**src/rtl/sram_test_pkg.sv**
```systemverilog
// Shared types and constants for the LSRAM fill/check blocks.
package sram_test_pkg;

  localparam int unsigned DATA_W = 20;
  localparam int unsigned ADDR_W = 10;

  localparam logic [DATA_W-1:0] INIT_VAL_DEFAULT  = 20'h74D0D;
  localparam logic [DATA_W-1:0] INC_VAL_DEFAULT   = 20'd2;
  localparam logic [ADDR_W-1:0] LAST_ADDR_DEFAULT = 10'd1023;

  // Read-back settle cycles spent in VSETUP beyond its entry cycle.
  localparam logic [1:0] VSETUP_WAIT = 2'd3;

  typedef enum logic [2:0] {IDLE, WRITE, VSETUP, VCHECK, DONE} state_e;

endpackage

```
**src/rtl/pulse_sync_edge.sv**
```systemverilog
// Two-flop synchroniser for an asynchronous level, followed by a rising-edge detector.
module pulse_sync_edge (
  input  logic clk,
  input  logic rst_n,
  input  logic i_async,
  output logic o_pulse
);

  logic r_meta;
  logic r_sync;
  logic r_prev;

  always_ff @(posedge clk) begin
    if (!rst_n) begin
      r_meta <= 1'b0;
      r_sync <= 1'b0;
      r_prev <= 1'b0;
    end else begin
      r_meta <= i_async;
      r_sync <= r_meta;
      r_prev <= r_sync;
    end
  end

  assign o_pulse = r_sync & ~r_prev;

endmodule

```
**src/rtl/sram_fill_module.sv**
```systemverilog
// Fills LSRAM port A with an arithmetic pattern and reports done/irq.
// Define SRAM_FILL_VERIFY_EN to add a read-back pass that sets error_latch on mismatch.
module sram_fill_module
  import sram_test_pkg::*;
#(
  parameter logic [DATA_W-1:0] INIT_VAL_ADDR0 = INIT_VAL_DEFAULT,
  parameter logic [DATA_W-1:0] INC_VAL        = INC_VAL_DEFAULT,
  parameter logic [ADDR_W-1:0] LAST_ADDR      = LAST_ADDR_DEFAULT
) (
  input  logic              clk,
  input  logic              rst_n,
  input  logic              start_fill,
  input  logic              abort,
  input  logic              clr_status,
  input  logic [DATA_W-1:0] data_read_portA,
  output logic              wen_portA,
  output logic [ADDR_W-1:0] addr_portA,
  output logic [DATA_W-1:0] data_write_portA,
  output logic              busy,
  output logic              error_latch,
  output logic              done_latch,
  output logic              done_irq
);

  state_e            r_state;
  logic              r_wen;
  logic [ADDR_W-1:0] r_addr;
  logic [DATA_W-1:0] r_pattern;
  logic [DATA_W-1:0] r_wdata;
  logic              r_busy;
  logic              r_done;
  logic              r_irq;
  logic              w_start;
  logic [DATA_W-1:0] w_next_pattern;

`ifdef SRAM_FILL_VERIFY_EN
  logic       r_error;
  logic [1:0] r_wait;
`else
  logic       w_unused_rd;
  assign w_unused_rd = ^data_read_portA;
`endif

  pulse_sync_edge u_start_sync (
    .clk     (clk),
    .rst_n   (rst_n),
    .i_async (start_fill),
    .o_pulse (w_start)
  );

  assign w_next_pattern = r_pattern + INC_VAL;

  always_ff @(posedge clk) begin
    if (!rst_n) begin
      r_state   <= IDLE;
      r_wen     <= 1'b0;
      r_addr    <= '0;
      r_pattern <= INIT_VAL_ADDR0;
      r_wdata   <= '0;
      r_busy    <= 1'b0;
      r_done    <= 1'b0;
      r_irq     <= 1'b0;
`ifdef SRAM_FILL_VERIFY_EN
      r_error   <= 1'b0;
      r_wait    <= '0;
`endif
    end else begin
      // Status clear comes first so any set later in this block wins.
      if (clr_status) begin
        r_done  <= 1'b0;
        r_irq   <= 1'b0;
`ifdef SRAM_FILL_VERIFY_EN
        r_error <= 1'b0;
`endif
      end
      if (abort) begin
        r_state   <= IDLE;
        r_wen     <= 1'b0;
        r_addr    <= '0;
        r_pattern <= INIT_VAL_ADDR0;
        r_wdata   <= '0;
        r_busy    <= 1'b0;
      end else begin
        case (r_state)
          IDLE: begin
            r_wen     <= 1'b0;
            r_addr    <= '0;
            r_pattern <= INIT_VAL_ADDR0;
            r_wdata   <= '0;
            if (w_start) begin
              r_state <= WRITE;
              r_busy  <= 1'b1;
              r_wen   <= 1'b1;
              r_wdata <= INIT_VAL_ADDR0;
              r_done  <= 1'b0;
              r_irq   <= 1'b0;
`ifdef SRAM_FILL_VERIFY_EN
              r_error <= 1'b0;
`endif
            end
          end
          WRITE: begin
            if (r_addr == LAST_ADDR) begin
              r_wen   <= 1'b0;
              r_wdata <= '0;
`ifdef SRAM_FILL_VERIFY_EN
              r_state   <= VSETUP;
              r_addr    <= '0;
              r_pattern <= INIT_VAL_ADDR0;
              r_wait    <= '0;
`else
              r_state <= DONE;
`endif
            end else begin
              r_addr    <= r_addr + 1'b1;
              r_pattern <= w_next_pattern;
              r_wdata   <= w_next_pattern;
            end
          end
`ifdef SRAM_FILL_VERIFY_EN
          VSETUP: begin
            if (r_wait == VSETUP_WAIT) begin
              r_state <= VCHECK;
            end else begin
              r_wait <= r_wait + 1'b1;
            end
          end
          VCHECK: begin
            if (data_read_portA != r_pattern) begin
              r_error <= 1'b1;
            end
            if (r_addr == LAST_ADDR) begin
              r_state <= DONE;
            end else begin
              r_state   <= VSETUP;
              r_addr    <= r_addr + 1'b1;
              r_pattern <= w_next_pattern;
              r_wait    <= '0;
            end
          end
`endif
          DONE: begin
            r_done    <= 1'b1;
            r_irq     <= 1'b1;
            r_state   <= IDLE;
            r_busy    <= 1'b0;
            r_addr    <= '0;
            r_pattern <= INIT_VAL_ADDR0;
          end
          default: r_state <= IDLE;
        endcase
      end
    end
  end

  assign wen_portA        = r_wen;
  assign addr_portA       = r_addr;
  assign data_write_portA = r_wdata;
  assign busy             = r_busy;
  assign done_latch       = r_done;
  assign done_irq         = r_irq;
`ifdef SRAM_FILL_VERIFY_EN
  assign error_latch      = r_error;
`else
  assign error_latch      = 1'b0;
`endif

endmodule

```
**config.mk**
```make
export PLATFORM = sky130hd
export DESIGN_NAME = sram_fill_module
export DESIGN_NICKNAME = d
export VERILOG_FILES = /design/src/rtl/sram_test_pkg.sv /design/src/rtl/pulse_sync_edge.sv /design/src/rtl/sram_fill_module.sv
export SDC_FILE = /design/constraint.sdc
export NUM_CORES = 1
export LEC_CHECK = 0
export ABC_AREA = 1
export BUFFER_PORTS_ARGS = -buffer_cell sky130_fd_sc_hd__buf_2
export CAP_MARGIN = 25
export CORE_UTILIZATION = 54
export CTS_CLUSTER_SIZE = 28
export DETAILED_ROUTE_END_ITERATION = 12
export PLACE_DENSITY_LB_ADDON = 0.3
export SKIP_CTS_REPAIR_TIMING = 1
export SYNTH_ARGS = -nofsm -noshare
export SYNTH_HDL_FRONTEND = slang
export SYNTH_SLANG_ARGS = --single-unit
export TNS_END_PERCENT = 10
```
**constraint.sdc**
```tcl
create_clock -name clk -period 1.75 [get_ports clk]
set_input_delay 0.0875 -clock clk [delete_from_list [all_inputs] [get_ports clk]]
set_output_delay 0.0875 -clock clk [all_outputs]
set_load 0.05 [all_outputs]
```
# Word-level counts from Yosys, hierarchy flattened
# Index checks and enable logic that the tools add are counted.
dict set report word_totals {
  elab_cells 55
  reg_bits 60
  output_inout_bits 35
  inputBits 25
}
dict set report classes {
  addsub 2
  eq_ne 6
  n_reduce_logical 10
  bitwise_logic 3
  mux 23
}
# op n
set op_table {}
lappend op_table {{$pmux W20 S2} 2}
lappend op_table {{$mux W20} 2}
lappend op_table {{$add A20 B2 Y20 const B} 1}
lappend op_table {{$pmux W10 S2} 1}
lappend op_table {{$mux W19} 1}
lappend op_table {{$add A10 B1 Y10 const B} 1}
lappend op_table {{$eq A10 B10 Y1 const B} 1}
lappend op_table {{$mux W10} 1}
lappend op_table {{$mux W1} 9}
lappend op_table {{$pmux W1 S2} 4}
lappend op_table {{$reduce_and A2 Y1} 4}
lappend op_table {{$mux W3} 2}
lappend op_table {{$pmux W3 S2} 1}
lappend op_table {{$reduce_bool A2 Y1} 3}
lappend op_table {{$ne A2 B2 Y1 const B} 2}
lappend op_table {{$reduce_or A2 Y1} 2}
lappend op_table {{$eq A3 B1 Y1 const B} 1}
lappend op_table {{$eq A3 B3 Y1 const B} 1}
lappend op_table {{$logic_not A3 Y1} 1}
lappend op_table {{$ne A2 B1 Y1 const B} 1}
lappend op_table {{$not A1 Y1} 2}
lappend op_table {{$and A1 B1 Y1} 1}

# Logic depth before layout (Yosys ltp)
# Gate-level depths: netlist of run 1.
dict set report depth {
  depth_word 5
  mapped_depth 10
  ltp_nobuf 10
}

# Cells and area by module
# From an unflattened synthesis of run 1, not the netlist that was laid out.
dict set report unflattened {
  hier_cells 358
  area_unflattened_um2 2695.1
}
# module instances cells_each area_each_um2 seq_area_each_um2
set by_module_without_submodules {}
lappend by_module_without_submodules {sram_fill_module 1 347 2602.5 1121.1}
lappend by_module_without_submodules {pulse_sync_edge 1 11 92.6 60.1}

# Worst setup path before layout of run 1
# OpenSTA, ideal clock, no wires.
dict set report synth_timing {
  kind {reg-to-reg}
  startpoint {reg r_addr[0], in the netlist addr_portA[0]}
  endpoint {reg r_addr[6], in the netlist addr_portA[6]}
  arrival_ps 1864
  period_less_slack_ps 1930
  path_stages_with_launch 11
  path_slack_ps -180
  path_buffers 1
  t_required_ps 1684
  cell_sequence {dfxtp_1 ha_1 nand2_2 nor2_2 nand3_4 nand2_8 nand2_8 inv_8 buf_8 nand2_1 a21oi_2}
}
dict set report synth_between {
  elab_chain_len 3
  word_cells_on_any_way 6
  classes_between {add/sub: 1; eq/ne: 2; mux: 2; reduce/logical: 1}
}
# element line_no
set synth_rtl {}
lappend synth_rtl {{start, declared} sram_fill_module.sv:27} ;# logic [ADDR_W-1:0] r_addr;
lappend synth_rtl {{start signal, assigned} sram_fill_module.sv:115} ;# r_addr <= r_addr + 1'b1;
lappend synth_rtl {{$add A10 B1 Y10 or $eq A10 B10 Y1 (tied branches)} {sram_fill_module.sv:115, sram_fill_module.sv:103}}
lappend synth_rtl {{$mux W10 or $ne A2 B2 Y1 (tied branches)} --}
lappend synth_rtl {{$pmux W10 S2 or $reduce_and A2 Y1 (tied branches)} --}
# Parallel ways exist; a longest one is shown, timed or not. The select of a mux whose other input is x is not followed.
# A chain may end at the register's enable or synchronous reset.

# Worst setup path in the final report of run 1
dict set report layout_timing {
  startpoint {reg r_addr[0], in the netlist addr_portA[0]}
  endpoint {reg r_pattern[6]}
}
dict set report layout_between {
  elab_chain_len 3
}
# element line_no
set layout_rtl {}
lappend layout_rtl {{$eq A10 B10 Y1} sram_fill_module.sv:103} ;# if (r_addr == LAST_ADDR) begin
lappend layout_rtl {{$ne A2 B2 Y1 (no line)} --}
lappend layout_rtl {{$reduce_and A2 Y1 (no line)} --}
lappend layout_rtl {{end signal, assigned} sram_fill_module.sv:116} ;# r_pattern <= w_next_pattern;
lappend layout_rtl {{end, declared} sram_fill_module.sv:28} ;# logic [DATA_W-1:0] r_pattern;
# Every way passes these cells.

==> flow_metrics.py, run 1 <==
metrics = {
    "run_status": {
        "outcome": "finished, final reports clean",
    },
    "cells_and_area": {
        "areaGrowthSynthToFinish_pct": 18.7,
        "fin_nets": 429,
        "antenna_cells": 0,
        "final_area_um2": 3200,
        "drive_gt1_share_pct": 21.7,
    },
    "setup_path": {
        "crit_arrival_ns": 1.85,
        "start_kind": "flip-flop",
        "rr_worst_depth": 9,
        "required_ns": 2.00,
        "crit_fanout": 19,
        "crit_path_end_kind": "flip-flop",
        "r2r_slack_ns": 0.15,
        "worst-setup-path-type": "flip-flop to flip-flop",
        "r2r_end": "r_pattern[6]$_SDFFE_PP0P_",
        "r2r-start": "addr_portA[0]$_SDFFE_PP0P_",
    },
    "cts": {
        "clk_path_buf_depth": 2,
        "cts_num_sinks": 59,
        "cts_tree": "done",
        "clkSlewWorstSetupHoldPaths_ns": 0.06,
        "clk-insertion-delay-late_ns": 0.32,
        "ctsHtreeMaxLevel": 3,
        "cts-root-buf": "clkbuf_8",
        "cts_buffers": 9,
    },
    "min_path": {
        "holdPathStages": 4,
        "min_to": "done_irq$_SDFF_PN0_",
        "min-delay-start": "clr_status",
        "hp-class": "input pin to flip-flop",
    },
    "drt": {
        "avgViaCountPerCell": 5.20,
        "dr_wl_met3_um": 237,
        "drt-pass1-iter-count": 4,
        "met1Wirelength_um": 2540,
        "wl_per_cell_um": 12.0,
        "postRouteWirelength_um": 5670,
        "wl_met2_um": 2840,
        "drc": 0,
        "top_layer": "met4",
        "ant_nets": 0,
        "drtIter0Drc": 128,
        "vias": 2459,
    },
    "timing": {
        "slew_headroom_pct": 60.6,
        "fmax_ghz": 0.625,
        "rsz0062_at_grt": "no",
        "skew_ns": 0.00524,
        "tightest_slew_ns": 0.589,
        "fin_crit_sh_pct": 91.5,
        "min_period_ns": 1.60,
        "tns_ns": 0,
        "slew_violations": 0,
        "finalSetupViolations": 0,
        "hold_viol_final": 0,
    },
    "power_and_ir_drop": {
        "cellLeakagePower_nw": 1.27,
        "powerDensity_nw_per_um2": 867,
        "max-vdd-ir-drop_uv": 672,
    },
    "logic_synthesis": {
        "yosys_register_bits": 59,
        "synth_top_cell_by_area": "dfxtp_1",
        "synth_top_cell_area_share_pct": 43.7,
        "synthTopCellsByArea": "dfxtp_1, nand2_1, a21oi_1",
        "syn_nets": 380,
        "synth-edff-count": 0,
        "yosysUniqueCellTypes": 39,
        "synth.avg_cell_area_um2": 7.65,
        "yosysWarnings": 0,
        "synth-seq-area-share_pct": 43.7,
        "synth_cells": 353,
        "ys.flop_type": "dfxtp_1",
        "async_reset_ff_share_pct": 0,
        "synth_area_um2": 2700,
    },
    "global_route": {
        "grt_max_degree": 30,
        "antenna_found_initial": 0,
        "grt_usage_pct": 23.6,
        "grt-ovfl-total": 0,
        "grt_pass1_wl_um": 9600,
        "grt_pass1_vias": 2201,
    },
    "die": {
        "initial_utilization_pct": 56.8,
        "die-area_um2": 5290,
        "ios": 60,
        "die_h_um": 72.7,
        "die_x_um": 72.7,
        "num_rows": 25,
        "coreArea_um2": 4750,
    },
    "run": {
        "maxCapViolations": 0,
    },
    "placement": {
        "place_congestion": 0.863,
        "placedInstanceArea_um2": 2960,
        "dpl.hpwl_um": 3940,
        "portBuffers": 38,
    },
}
==> how the worst max path moves through the flow <==
| stage | startpoint | endpoint | slack (ns) | cells after the start |
|---|---|---|---|---|
| 2_1_floorplan | addr_portA[3]$_SDFFE_PP0P_ | addr_portA[6]$_SDFFE_PP0P_ | 0.001 | 9 |
| 3_3_place_gp | addr_portA[0]$_SDFFE_PP0P_ | r_pattern[14]$_SDFFE_PP1P_ | 0.19 | 8 |
| 3_5_place_dp | addr_portA[0]$_SDFFE_PP0P_ | r_pattern[6]$_SDFFE_PP0P_ | 0.17 | 9 |
| 4_1_cts | addr_portA[0]$_SDFFE_PP0P_ | r_pattern[6]$_SDFFE_PP0P_ | 0.15 | 9 |
| 5_1_grt | addr_portA[0]$_SDFFE_PP0P_ | r_pattern[7]$_SDFFE_PP0P_ | 0.01 | 9 |
| 6_report | addr_portA[0]$_SDFFE_PP0P_ | r_pattern[6]$_SDFFE_PP0P_ | 0.15 | 9 |
==> cells in the mapped netlist (all sizes together), types with 4 or more instances <==
cell	instances
nand2	93
dfxtp	59
a21oi	44
inv	32
nand3	32
nor2	31
o21ai	21
o211ai	6
buf	5
clkbuf	5
o21bai	5
nand4	4
==> layout by cell type (no fill, tap or decap), types with 2 or more instances in the layout <==
cell type      instances
nor2_2                 2
nor3_1                 2
nand4_1                4
o211ai_1               6
clkbuf_8              13
nand2_2                2
nand3_2                8
buf_2                 38
o21ai_0               19
a21oi_1               40
dfxtp_2                2
buf_4                  7
xor2_1                 2
o21bai_1               5
inv_1                 29
dfxtp_1               57
nor2_4                 2
dlygate4sd3_1          3
a21oi_2                4
ha_1                   2
nor2_1                26
nand2_8                2
nand3_1               23
nand2_1               89
o21ai_1                2
or2_2                  2
==> registers in the layout (all words and copies together), names as in the netlist <==
name                 cells
data_write_portA        20
r_pattern               20
addr_portA              10
r_state                  2
busy                     1
done_irq                 1
done_latch               1
u_start_sync.r_meta      1
u_start_sync.r_prev      1
u_start_sync.r_sync      1
wen_portA                1
==> layout make-up <==
cell class,instances,area (um2)
clock buffers,14,183
well taps,67,83.8
inverters,33,139
multi-input cells,251,1310
clock inverters,1,30.0
repair buffers,48,273
flip-flops and latches,59,1180
fillers,420,1550
==> worst max-delay path, cell delays in order (launching register included) <==
cell     delay [ns]
dfxtp_2        0.36
ha_1           0.18
nand2_2        0.08
nor2_2         0.20
nand3_4        0.13
nand2_8        0.13
nand2_8        0.10
inv_8          0.13
nand2_1        0.06
a21oi_1        0.15
==> report_power, final <==
part / switching (W) / internal (W) / total, W
clock: 0.000491 / 0.000807 / 0.00130
sequential: 0.00000578 / 0.00135 / 0.00136
combinational: 0.0000885 / 0.0000325 / 0.000121
total: 0.000586 / 0.00219 / 0.00278
==> logic make-up after synthesis <==
family | count (synthesis) | synth area share, %
compound gates | 79 | 16.5
xor+xnor | 3 | 0.973
fa+ha+maj | 2 | 0.927
buf+inv | 43 | 7.83
flops | 59 | 43.7
other cells | 1 | 0.139
simple gates | 166 | 29.9
==> stage by stage <==
stage / hold WS, ns / cells / setup slack, ns / power (W) / utilization [%]
after global placement: 0.269 / 455 / 0.195 / 0.00150 / 62.2
final: 0.0618 / 473 / 0.149 / 0.00278 / 67.4
after floorplan: 0.181 / 353 / 0.000959 / 0.00148 / -
after global routing: 0.0734 / 473 / 0.0108 / 0.00288 / 67.4
after CTS: -0.0669 / 470 / 0.147 / 0.00280 / 66.7
after detailed placement: 0.276 / 455 / 0.165 / 0.00151 / 62.2
==> metal layers <==
layer,global-route usage [%],up-vias
li1,-,1265
met1,28.3,1137
met2,39.5,53
met3,6.77,4
met4,10.0,0
met5,0,-
Power figures use the tool's default switching activity.
==> run 2: changes to the inputs <==
CORE_UTILIZATION = 56   (was 54)
CTS_BUF_LIST = sky130_fd_sc_hd__clkbuf_4   (was unset)
HOLD_SLACK_MARGIN = 0.06   (was unset)
SETUP_SLACK_MARGIN = 0.15   (was unset)
==> flow_metrics.py, run 2 (synthesis results as in run 1) <==
metrics = {
    "cts": {
        "cts_num_sinks": 59,
        "clkSlewWorstSetupHoldPaths_ns": 0.09,
        "ctsHtreeMaxLevel": 3,
        "cts_tree": "done",
        "clk-insertion-delay-late_ns": 0.39,
        "cts_buffers": 9,
        "cts-root-buf": "clkbuf_4",
        "clk_path_buf_depth": 2,
    },
    "run_status": {
        "outcome": "finished, final reports clean",
    },
    "timing": {
        "skew_ns": 0.0145,
        "rsz0062_at_grt": "yes",
        "fmax_ghz": 0.645,
        "min_period_ns": 1.55,
        "tns_ns": 0,
        "hold_viol_final": 0,
        "slew_violations": 0,
        "finalSetupViolations": 0,
        "fin_crit_sh_pct": 88.6,
    },
    "placement": {
        "place_congestion": 0.878,
        "portBuffers": 38,
        "dpl.hpwl_um": 4020,
    },
    "global_route": {
        "grt_max_degree": 28,
        "grt-ovfl-total": 0,
        "grt_pass1_vias": 2183,
        "grt_usage_pct": 23.6,
        "antenna_found_initial": 0,
        "grt_pass1_wl_um": 9400,
    },
    "die": {
        "coreArea_um2": 4500,
        "num_rows": 24,
        "initial_utilization_pct": 59.9,
        "die_x_um": 71.4,
        "die_h_um": 71.4,
        "die-area_um2": 5100,
        "ios": 60,
    },
    "power_and_ir_drop": {
        "powerDensity_nw_per_um2": 713,
        "max-vdd-ir-drop_uv": 480,
        "cellLeakagePower_nw": 1.28,
        "finalPower_w": 0.00227,
    },
    "cells_and_area": {
        "antenna_cells": 0,
        "areaGrowthSynthToFinish_pct": 18.1,
        "register_area_um2": 1200,
        "drive_gt1_share_pct": 25.4,
        "multi_input_area_um2": 1330,
        "fin_nets": 435,
        "layout_commonest_cell": "nand2_1",
        "final.fill_count": 392,
        "layout_common_cells": "nand2_1, dfxtp_1, a21oi_1, buf_2, inv_1",
    },
    "drt": {
        "drtIter0Drc": 124,
        "drc": 0,
        "vias": 2513,
        "postRouteWirelength_um": 5820,
        "wl_per_cell_um": 12.5,
        "drt-pass1-iter-count": 4,
        "avgViaCountPerCell": 5.40,
        "ant_nets": 0,
    },
    "setup_path": {
        "crit_arrival_ns": 1.81,
        "required_ns": 2.01,
        "crit_path_end_kind": "flip-flop",
        "worst-setup-path-type": "flip-flop to flip-flop",
        "start_kind": "flip-flop",
        "crit_fanout": 6,
    },
    "run": {
        "maxCapViolations": 0,
    },
    "min_path": {
        "hp-class": "input pin to flip-flop",
    },
}
## run 2: cell types whose count changed in the layout (fill, tap and decap cells not counted), moves of 2 or more
cell / before / now
buf_4: 7 / 10
dfxtp_2: 2 / 8
dfxtp_4: 0 / 2
clkinv_2: 0 / 2
clkinv_1: 1 / 3
dfxtp_1: 57 / 49
clkbuf_8: 13 / 0
clkbuf_4: 0 / 12
## run 2: routing by layer
| layer | vias up | wire length [um] | global-route usage (%) |
|---|---|---|---|
| li1 | 1281 | - | - |
| met5 | - | 0 | 0 |
| met4 | 0 | 68 | 11.1 |
| met2 | 59 | 3000 | 42.0 |
| met3 | 8 | 285 | 4.92 |
| met1 | 1165 | 2470 | 27.1 |
## run 2: worst max-delay path: stages, from the launching register on
cell	delay, ns
dfxtp_4	0.37
ha_2	0.20
nand2_4	0.07
nor2_4	0.16
nand3_4	0.11
nand2_8	0.15
buf_12	0.12
a21oi_1	0.04
nand2_1	0.13
a21oi_1	0.07
## run 2: worst paths after layout
path,start,to,slack (ns),cells past startpoint
worst max-delay path,addr_portA[0]$_SDFFE_PP0P_,data_write_portA[15]$_SDFFE_PP0P_,0.20,9
worst min-delay path,abort,done_latch$_SDFF_PN0_,0.04,4
worst max register to register,addr_portA[0]$_SDFFE_PP0P_,data_write_portA[15]$_SDFFE_PP0P_,0.20,9
worst min register to register,u_start_sync.r_meta$_SDFF_PN0_,u_start_sync.r_sync$_SDFF_PN0_,0.42,2
## run 2: final cells by class
type,instances,share of cell area [%]
clock buffer,12,2.82
clock inverter,4,0.549
sequential,59,37.6
tap,52,2.04
timing repair inverter,1,0.275
multi-input combinational,251,41.8
timing repair buffer,53,10.2
inverter,33,4.75
## run 2: where the power goes
part           internal (W)  leakage, nW  switching, W
Combinational     0.0000362        0.732     0.0000910
Clock              0.000327       0.0662      0.000464
Sequential          0.00135        0.481    0.00000596
## run 2: through the flow
step           area (um2)  hold slack, ns  instances  util [%]  setup WS, ns
2_1_floorplan        2720           0.181        353         -         0.173
3_3_place_gp         2960           0.268        441      65.8         0.215
3_5_place_dp         2960           0.275        441      65.8         0.154
4_1_cts              3070          -0.140        457      68.2         0.129
5_1_grt              3190          0.0603        465      70.8         0.119
6_report             3190          0.0405        465      70.8         0.199
